$ cat src/rtl/sar_result_buffer_if.sv
// Handshake bundle between the SAR result buffer and its producer/consumer side.
// master = controller + I/O side, slave = the buffer itself.
interface sar_result_buffer_if #(
  parameter int DATA_W = 8,
  parameter int CNT_W  = 3
);
  logic [DATA_W-1:0] result;
  logic              valid;
  logic [1:0]        avg_sel;
  logic              rd_en;
  logic              ovf_clr;
  logic [DATA_W-1:0] rd_data;
  logic              rd_valid;
  logic              empty;
  logic              full;
  logic [CNT_W-1:0]  count;
  logic              overflow;

  modport master (
    output result, valid, avg_sel, rd_en, ovf_clr,
    input  rd_data, rd_valid, empty, full, count, overflow
  );

  modport slave (
    input  result, valid, avg_sel, rd_en, ovf_clr,
    output rd_data, rd_valid, empty, full, count, overflow
  );
endinterface

$ cat src/rtl/sar_result_buffer.sv
// Captures SAR conversions on rising valid, averages 1/2/4/8 of them, and queues
// the averages in a small FIFO drained through a registered read port.
module sar_result_buffer #(
  parameter int DATA_W = 8,
  parameter int DEPTH  = 4,
  parameter int CNT_W  = 3
) (
  input  logic clk,
  input  logic reset_in,
  sar_result_buffer_if.slave bus
);
  localparam int PTR_W = $clog2(DEPTH);
  localparam int ACC_W = DATA_W + 3;

  logic              valid_prev_q, valid_prev_d;
  logic [ACC_W-1:0]  acc_q, acc_d;
  logic [2:0]        n_q, n_d;
  logic [1:0]        win_sel_q, win_sel_d;
  logic [DATA_W-1:0] mem_q [DEPTH];
  logic [DATA_W-1:0] mem_d [DEPTH];
  logic [PTR_W-1:0]  wr_ptr_q, wr_ptr_d, rd_ptr_q, rd_ptr_d;
  logic [CNT_W-1:0]  count_q, count_d;
  logic [DATA_W-1:0] rd_data_q, rd_data_d;
  logic              rd_valid_q, rd_valid_d;
  logic              overflow_q, overflow_d;

  logic              accept, win_done, push, pop, is_full, write_ok;
  logic [1:0]        cur_win;
  logic [ACC_W-1:0]  sum;
  logic [DATA_W-1:0] avg;

  always_comb begin
    accept   = bus.valid & ~valid_prev_q;
    // A new window latches avg_sel on its first sample; later changes wait.
    cur_win  = (n_q == 3'd0) ? bus.avg_sel : win_sel_q;
    sum      = acc_q + {3'b000, bus.result};
    win_done = ({1'b0, n_q} + 4'd1) == (4'd1 << cur_win);
    avg      = DATA_W'(sum >> cur_win);
    push     = accept & win_done;
    is_full  = count_q == CNT_W'(DEPTH);
    pop      = bus.rd_en & (count_q != '0);
    write_ok = push & (~is_full | pop);
  end

  always_comb begin
    valid_prev_d = bus.valid;
    acc_d        = acc_q;
    n_d          = n_q;
    win_sel_d    = win_sel_q;
    if (accept) begin
      win_sel_d = cur_win;
      if (win_done) begin
        acc_d = '0;
        n_d   = '0;
      end else begin
        acc_d = sum;
        n_d   = n_q + 3'd1;
      end
    end
  end

  always_comb begin
    mem_d      = mem_q;
    wr_ptr_d   = wr_ptr_q;
    rd_ptr_d   = rd_ptr_q;
    count_d    = count_q;
    rd_data_d  = rd_data_q;
    rd_valid_d = 1'b0;
    overflow_d = overflow_q & ~bus.ovf_clr;
    if (write_ok) begin
      mem_d[wr_ptr_q] = avg;
      wr_ptr_d        = wr_ptr_q + PTR_W'(1);
    end
    // Full with a simultaneous pop: same slot is read (old value) and rewritten.
    if (pop) begin
      rd_data_d  = mem_q[rd_ptr_q];
      rd_valid_d = 1'b1;
      rd_ptr_d   = rd_ptr_q + PTR_W'(1);
    end
    if (write_ok && !pop)      count_d = count_q + CNT_W'(1);
    else if (pop && !write_ok) count_d = count_q - CNT_W'(1);
    if (push && is_full && !pop) overflow_d = 1'b1;
  end

  always_ff @(posedge clk) begin
    if (reset_in) begin
      valid_prev_q <= 1'b0;
      acc_q        <= '0;
      n_q          <= '0;
      win_sel_q    <= '0;
      for (int i = 0; i < DEPTH; i++) mem_q[i] <= '0;
      wr_ptr_q     <= '0;
      rd_ptr_q     <= '0;
      count_q      <= '0;
      rd_data_q    <= '0;
      rd_valid_q   <= 1'b0;
      overflow_q   <= 1'b0;
    end else begin
      valid_prev_q <= valid_prev_d;
      acc_q        <= acc_d;
      n_q          <= n_d;
      win_sel_q    <= win_sel_d;
      mem_q        <= mem_d;
      wr_ptr_q     <= wr_ptr_d;
      rd_ptr_q     <= rd_ptr_d;
      count_q      <= count_d;
      rd_data_q    <= rd_data_d;
      rd_valid_q   <= rd_valid_d;
      overflow_q   <= overflow_d;
    end
  end

  assign bus.rd_data  = rd_data_q;
  assign bus.rd_valid = rd_valid_q;
  assign bus.empty    = count_q == '0;
  assign bus.full     = is_full;
  assign bus.count    = count_q;
  assign bus.overflow = overflow_q;
endmodule

$ cat src/flat_wrapper.sv
// flat-port wrapper written by rule: the top's interface ports become plain ports
module sar_result_buffer_flat 
#(
  parameter int DATA_W = 8,
  parameter int DEPTH  = 4,
  parameter int CNT_W  = 3
)
  (clk, reset_in, bus_result, bus_valid, bus_avg_sel, bus_rd_en, bus_ovf_clr, bus_rd_data, bus_rd_valid, bus_empty, bus_full, bus_count, bus_overflow);
  sar_result_buffer_if #(.DATA_W(DATA_W), .CNT_W(CNT_W)) bus_i ();
  input  logic clk;
  input  logic reset_in;
  input wire logic [$bits(bus_i.result)-1:0] bus_result;
  input wire logic [$bits(bus_i.valid)-1:0] bus_valid;
  input wire logic [$bits(bus_i.avg_sel)-1:0] bus_avg_sel;
  input wire logic [$bits(bus_i.rd_en)-1:0] bus_rd_en;
  input wire logic [$bits(bus_i.ovf_clr)-1:0] bus_ovf_clr;
  output wire logic [$bits(bus_i.rd_data)-1:0] bus_rd_data;
  output wire logic [$bits(bus_i.rd_valid)-1:0] bus_rd_valid;
  output wire logic [$bits(bus_i.empty)-1:0] bus_empty;
  output wire logic [$bits(bus_i.full)-1:0] bus_full;
  output wire logic [$bits(bus_i.count)-1:0] bus_count;
  output wire logic [$bits(bus_i.overflow)-1:0] bus_overflow;
  assign bus_i.result = bus_result;
  assign bus_i.valid = bus_valid;
  assign bus_i.avg_sel = bus_avg_sel;
  assign bus_i.rd_en = bus_rd_en;
  assign bus_i.ovf_clr = bus_ovf_clr;
  assign bus_rd_data = bus_i.rd_data;
  assign bus_rd_valid = bus_i.rd_valid;
  assign bus_empty = bus_i.empty;
  assign bus_full = bus_i.full;
  assign bus_count = bus_i.count;
  assign bus_overflow = bus_i.overflow;
  sar_result_buffer #(.DATA_W(DATA_W), .DEPTH(DEPTH), .CNT_W(CNT_W)) u_core (.clk(clk), .reset_in(reset_in), .bus(bus_i));
endmodule
$ cat config.mk
export PLATFORM = sky130hd
export DESIGN_NAME = sar_result_buffer_flat
export DESIGN_NICKNAME = d
export VERILOG_FILES = /design/src/rtl/sar_result_buffer_if.sv /design/src/rtl/sar_result_buffer.sv /design/src/flat_wrapper.sv
export SDC_FILE = /design/constraint.sdc
export NUM_CORES = 1
export LEC_CHECK = 0
export ABC_CLOCK_PERIOD_IN_PS = 3050
export BUFFER_PORTS_ARGS = -buffer_cell sky130_fd_sc_hd__clkbuf_2
export CAP_MARGIN = 25
export CORE_MARGIN = 5
export CORE_UTILIZATION = 30
export DETAILED_ROUTE_END_ITERATION = 8
export HOLD_SLACK_MARGIN = 0.15
export PLACE_DENSITY = 0.55
export SYNTH_ARGS = -nofsm -noshare
export SYNTH_HDL_FRONTEND = slang
export SYNTH_SLANG_ARGS = --single-unit
$ cat constraint.sdc
create_clock -name clk -period 3.05 [get_ports clk]
set_clock_uncertainty 0.1 [all_clocks]
set_input_delay 0.305 -clock clk [delete_from_list [all_inputs] [get_ports clk]]
set_output_delay 0.305 -clock clk [all_outputs]
set_load 0.05 [all_outputs]
# After elaboration in Yosys (flattened, before gate mapping)
# Cells that the tools add are included.
[totals]
wordCells = 63
input_bits = 15
register_bits = 66
[classes]
shift = 2
reduce_logical = 11
addsub = 7
n_mux = 13
n_bitwise = 11
n_lt_le_gt_ge = 3
eq_ne = 2
[op_table]
columns = ["cell", "count"]
rows = [
  ["bitwise mux 32 bit", 1],
  ["two-way mux 8 bit", 3],
  ["binary-select mux 8 bit (select 2 bit)", 1],
  ["demux 8 bit (select 2 bit)", 1],
  ["adder 11 x 8 -> 11 bit", 1],
  ["two-way mux 11 bit", 1],
  ["right shift 11 x 2 -> 8 bit", 1],
  ["two-way mux 3 bit", 3],
  ["adder 3 x 1 -> 3 bit (second input constant)", 2],
  ["greater-or-equal comparator 3 bit (second input constant)", 2],
  ["zero test 3 bit", 2],
  ["inverter 2 -> 3 bit", 2],
  ["bitwise AND 1 bit", 5],
  ["logical AND 1 bit", 5],
  ["adder 2 x 1 -> 2 bit (second input constant)", 2],
  ["adder 3 x 1 -> 4 bit (second input constant)", 1],
  ["equality test 4 bit", 1],
  ["left shift 1 x 2 -> 4 bit (first input constant)", 1],
  ["equality test 3 bit (second input constant)", 1],
  ["< comparator 3 x 1 -> 1 bit (second input constant)", 1],
  ["inverter 1 bit", 3],
  ["nonzero test 3 bit", 1],
  ["subtractor 3 x 1 -> 3 bit (second input constant)", 1],
  ["zero test 1 bit", 2],
  ["other kinds (4)", 5],
]

# Longest topological paths before layout
[logic_depth]
depth_word = 10
ltp_mapped = 14
mapped_depth_nobuf = 13

# Worst setup path before layout
# No wires, ideal clock.
[synth_path]
path_kind = "register to register"
from = "reg u_core.count_q[2] (netlist: u_core.bus.count[2])"
to = "reg u_core.count_q[2] (netlist: u_core.bus.count[2])"
n_path_buf = 0
slack_ns = -0.627
arrival_ns = 3.506
period_less_slack_ns = 3.677
setup_ns = 0.071
path_stages_with_launch = 11
cell_sequence = "dfxtp_1 -> nor3b_1 -> nand2b_1 -> o311ai_4 -> inv_1 -> ha_1 -> inv_1 -> fa_1 -> xor2_1 -> or3_1 -> a21oi_1"
[synth_between]
elab_chain_cells = 7
word_cells_on_any_way = 15
classes_between = "add/sub: 2; eq/ne: 1; mux: 2; bitwise: 4; reduce/logical: 6"
[synth_rtl]
columns = ["item", "line_no", "rtl"]
rows = [
  ["from (decl)", "sar_result_buffer.sv:22", "logic [CNT_W-1:0] count_q, count_d;"],
  ["from (signal assigned)", "sar_result_buffer.sv:106", "count_q <= count_d;"],
  ["equality test 3 bit (*)", "sar_result_buffer.sv:40", "is_full = count_q == CNT_W'(DEPTH);"],
  ["net bus_full", "flat_wrapper.sv:20", "output wire logic [$bits(bus_i.full)-1:0] bus_full;"],
  ["inverter 1 bit (*)", "sar_result_buffer.sv:42", "write_ok = push & (~is_full | pop);"],
  ["bitwise OR 1 bit (*)", "sar_result_buffer.sv:42", ""],
  ["bitwise AND 1 bit (*)", "sar_result_buffer.sv:42", ""],
  ["net u_core.write_ok", "sar_result_buffer.sv:27", "logic accept, win_done, push, pop, is_full, write_ok;"],
  ["zero test 1 bit", "sar_result_buffer.sv:81", "else if (pop && !write_ok) count_d = count_q - CNT_W'(1);"],
  ["logical AND 1 bit", "sar_result_buffer.sv:81", ""],
  ["nonzero test 2 bit (no line)", "-", ""],
]
# The timed path passes the listed nets; every way through them passes the cells marked *. The select of a mux whose other input is x is not followed.
# A chain may end at the register's enable or synchronous reset.

# Worst setup path in the final report
[layout_path]
from = "reg u_core.n_q[1]"
to = "reg u_core.count_q[2] (netlist: u_core.bus.count[2])"
[layout_between]
elab_chain_cells = 9
word_cells_on_any_way = 12
classes_between = "add/sub: 1; eq/ne: 1; shift: 1; mux: 2; bitwise: 2; reduce/logical: 5"
[layout_rtl]
columns = ["item", "line_no", "rtl"]
rows = [
  ["from (decl)", "sar_result_buffer.sv:17", "logic [2:0] n_q, n_d;"],
  ["from (signal assigned)", "sar_result_buffer.sv:101", "n_q <= n_d;"],
  ["parallel branches: the longest is 3 deep, another holds adder 3 x 1 -> 4 bit", "-", ""],
  ["equality test 4 bit (*)", "sar_result_buffer.sv:37", "win_done = ({1'b0, n_q} + 4'd1) == (4'd1 << cur_win);"],
  ["bitwise AND 1 bit (*)", "sar_result_buffer.sv:39", "push = accept & win_done;"],
  ["bitwise AND 1 bit (*)", "sar_result_buffer.sv:42", ""],
  ["net u_core.write_ok", "sar_result_buffer.sv:27", ""],
  ["zero test 1 bit", "sar_result_buffer.sv:81", ""],
  ["logical AND 1 bit", "sar_result_buffer.sv:81", ""],
  ["nonzero test 2 bit (no line)", "-", ""],
]
# Mark *: on every way through the listed nets, which the timed path passes.

==> results.md <==
* Status: finished, final reports clean
* Post-route clock period utilization at 96.54%
* Setup TNS at 0 ps
* Rows at 43
* Crit path DAT at 3110 ps
* Fillers at 1420
* Overflow after GRT at 0
* Synthesized area at 4254 µm²
* Non-Filler Instances at 694
* Count of different cell masters after synthesis at 79
* Async S/R FF share, synth at 0%
* Post-DP HPWL at 8006 µm
* PnR worst setup slack at 105.6 ps
* Cell count after synthesis at 474
* Placed cells at 676
* P per Cell Area at 633.3 nW/µm²
* Type of origin of the critical path: flop
* Met2 GRT Util at 22.20%
* CP Class: flop to flop
* Sequential-to-total area share from yosys stat at 31.06%
* Slew margin rel. at 46.40%
* Die height at 129.1 µm
* Number of global-route vias before repair at 3718
* Sw Ratio at 36.39%
* Initial antenna violation count at 0
* Worst VDD drop at 295.3 µV
* Global placement routability congestion at 0.8421
* Post-route ant nets at 0
* Die width at 129.1 µm
* Post-layout net count at 542
* TritonRoute pass-1 iters at 5
* Pre-CTS WS at -22.75 ps
* Final setup vio count at 0
* Synth Flop Type: dfxtp_1
* Initial Util at 30.65%
* Syn_nets at 506
* Diodes inserted at 0
* Clock latency at the later pin of the worst-skew pair at 330 ps
* Register area at 1329 µm²
* Die area at 16660 µm²
* Iteration-0 DRC Markers at 233
* Final Max Slew Viols at 0
* FMAX at 339.6 MHz
* Clock Pin Slew Worst Setup and Hold Paths at 60 ps
* Largest net degree at the start of global routing at 47
* Leakage at 1.848 nW
* Share of cells above drive strength 1 at 22.76%
* Synth top area cells: dfxtp_1 (31%), mux4_2 (5.3%), a21oi_1 (5.1%)
* IO Pins at 30
* Min cycle time layout at 2944 ps
* Combinational share of power at 34.1%
* Met3 usage in global routing at 2.679%
* Commonest non-fill, non-tap cells in the layout: dfxtp_1 (64), nand2_1 (56), a21oi_1 (43)
* Switch Pwr at 1.153 mW
* Power Internal at 2.015 mW
* Synth top area share at 31.06%
* Share of power burned in registers at 32.5%
* IO buf count at 29
* Number of synthesized flops with an enable pin at 0
* Area grow syn2layout at 17.59%
* Yosys warns at 0
* CP Capture Type: flop
* Cell taking the most area after synthesis: dfxtp_1
* Vias per inst at 5.372
* First-pass GRT wire length at 18460 µm
* Via count at 3728
* Layout Utilization at 36.04%
* All-Layer GR Usage at 13.71%
* Slew @ Worst Pin at 803.1 ps
* Multi-input gate area at 2724 µm²
* Drt total wl at 10750 µm
* CTS tree: built
* Routing usage on met1 at 17.99%
* Max cap viols at 0
* Hold Path Class: input pin to flop
* Most common cell after layout, fill and taps aside: dfxtp_1
* Unrepaired setup endpoints after global routing: yes
* CP required at 3210 ps
* Min Hold Slack at 346.8 ps
* Syn Area/Cell at 8.975 µm²
* Routed WL per cell at 15.49 µm
* Crit path max fanout at 6
* Core area at 13880 µm²
* Busiest grt layer: met2
* Clock power share at 33.4%
* Inserted Clock Buffers at 9
* CTS H-tree depth at 3
* Root Buffer: clkbuf_16
* #FFs+latches synth at 66
* Final Hold Vio Count at 0
* Post-route DRC at 0
* Max Buffers Root-to-Sink at 2
* Clock sink total at 66
## registers in the layout, indices dropped and copies added (netlist names)
| name | cells |
|---|---|
| u_core.acc_q | 11 |
| u_core.bus.count | 3 |
| u_core.bus.overflow | 1 |
| u_core.bus.rd_data | 8 |
| u_core.bus.rd_valid | 1 |
| u_core.mem_q | 32 |
| u_core.n_q | 3 |
| u_core.rd_ptr_q | 2 |
| u_core.valid_prev_q | 1 |
| u_core.win_sel_q | 2 |
| u_core.wr_ptr_q | 2 |
## final timing paths
| kind | to | cells past startpoint | from | slack [ps] |
|---|---|---|---|---|
| worst max-delay path | u_core.bus.count[2]$_SDFFE_PP0P_ | 12 | u_core.n_q[1]$_SDFFE_PP0P_ | 110 |
| worst min-delay path | u_core.acc_q[0]$_SDFFE_PP0P_ | 4 | bus_result[0] | 350 |
| worst max register to register | u_core.bus.count[2]$_SDFFE_PP0P_ | 12 | u_core.n_q[1]$_SDFFE_PP0P_ | 110 |
| worst min register to register | u_core.acc_q[7]$_SDFFE_PP0P_ | 2 | u_core.acc_q[7]$_SDFFE_PP0P_ | 350 |
## worst max-delay path: stages (launching register included)
cell and delay, ps:
dfxtp_4 360, ha_4 160, nor2b_1 150, or4_4 530
o22ai_4 220, o311ai_4 120, inv_1 80, ha_2 170
inv_1 50, fa_2 340, xor2_1 160, or3_1 300
a21oi_1 130
## logic make-up after synthesis
| kind of cell | after synthesis | share of synthesized area [%] |
|---|---|---|
| adder cells (fa/ha/maj) | 17 | 5.353 |
| XOR/XNOR | 8 | 1.647 |
| multiplexers | 21 | 8.029 |
| buffers and inverters | 46 | 6.176 |
| AO/OA/AOI/OAI | 143 | 25.65 |
| flip-flops | 66 | 31.06 |
| AND/OR/NAND/NOR | 173 | 22.09 |
## per-stage QoR
| stage | area (µm²) | power (mW) |
|---|---|---|
| finish | 5002 | 3.168 |
| floorplan | 4298 | 1.854 |
| CTS | 4974 | 3.196 |
| global route | 5002 | 3.364 |
| detailed placement | 4651 | 2.125 |
| global placement | 4651 | 2.095 |
## Yosys cell counts, types with 8 or more instances
cell / instances
o21ai_0: 20
a21o_1: 8
inv_1: 14
nor2_1: 27
o21ai_1: 8
clkbuf_1: 13
a211oi_1: 11
nand4_1: 9
nand2_1: 56
dfxtp_1: 66
mux2i_1: 9
ha_1: 15
nand3_1: 23
mux4_2: 10
nor3_1: 8
a21oi_1: 43
## metal layers
layer | part of all wire [%] | up-vias | routed length (µm)
met5 | 0 | - | 0
met4 | 2.5 | 0 | 271
met3 | 3.6 | 19 | 384
met2 | 47 | 76 | 5098
met1 | 46 | 1797 | 4994
li1 | - | 1836 | -
## what timing repair did
item,CTS,global route
endpoints found under the hold margin,2,0
gates resized for setup,0,5
cloned,0,0
hold buffers,2,0
endpoints found under the setup margin,1,1
buffers inserted,0,1
pin swaps,1,2
## power groups by stage
stage	clock network [mW]	registers (mW)	logic, mW
finish	1.06	1.03	1.08
global route	1.12	1.05	1.19
CTS	1.08	1.03	1.08
detailed placement	0	1.05	1.08
global placement	0	1.04	1.05
floorplan	0	1.08	0.771
## final cells by class
type / count / share of cell area [%]
multi-input combinational: 362 / 54.45
timing repair buffer: 55 / 7.229
clock buffer: 11 / 5.053
clock inverter: 4 / 1.000
tap: 180 / 4.502
inverter: 16 / 1.201
sequential: 66 / 26.56
No activity file was read; power rests on OpenSTA's default activity.
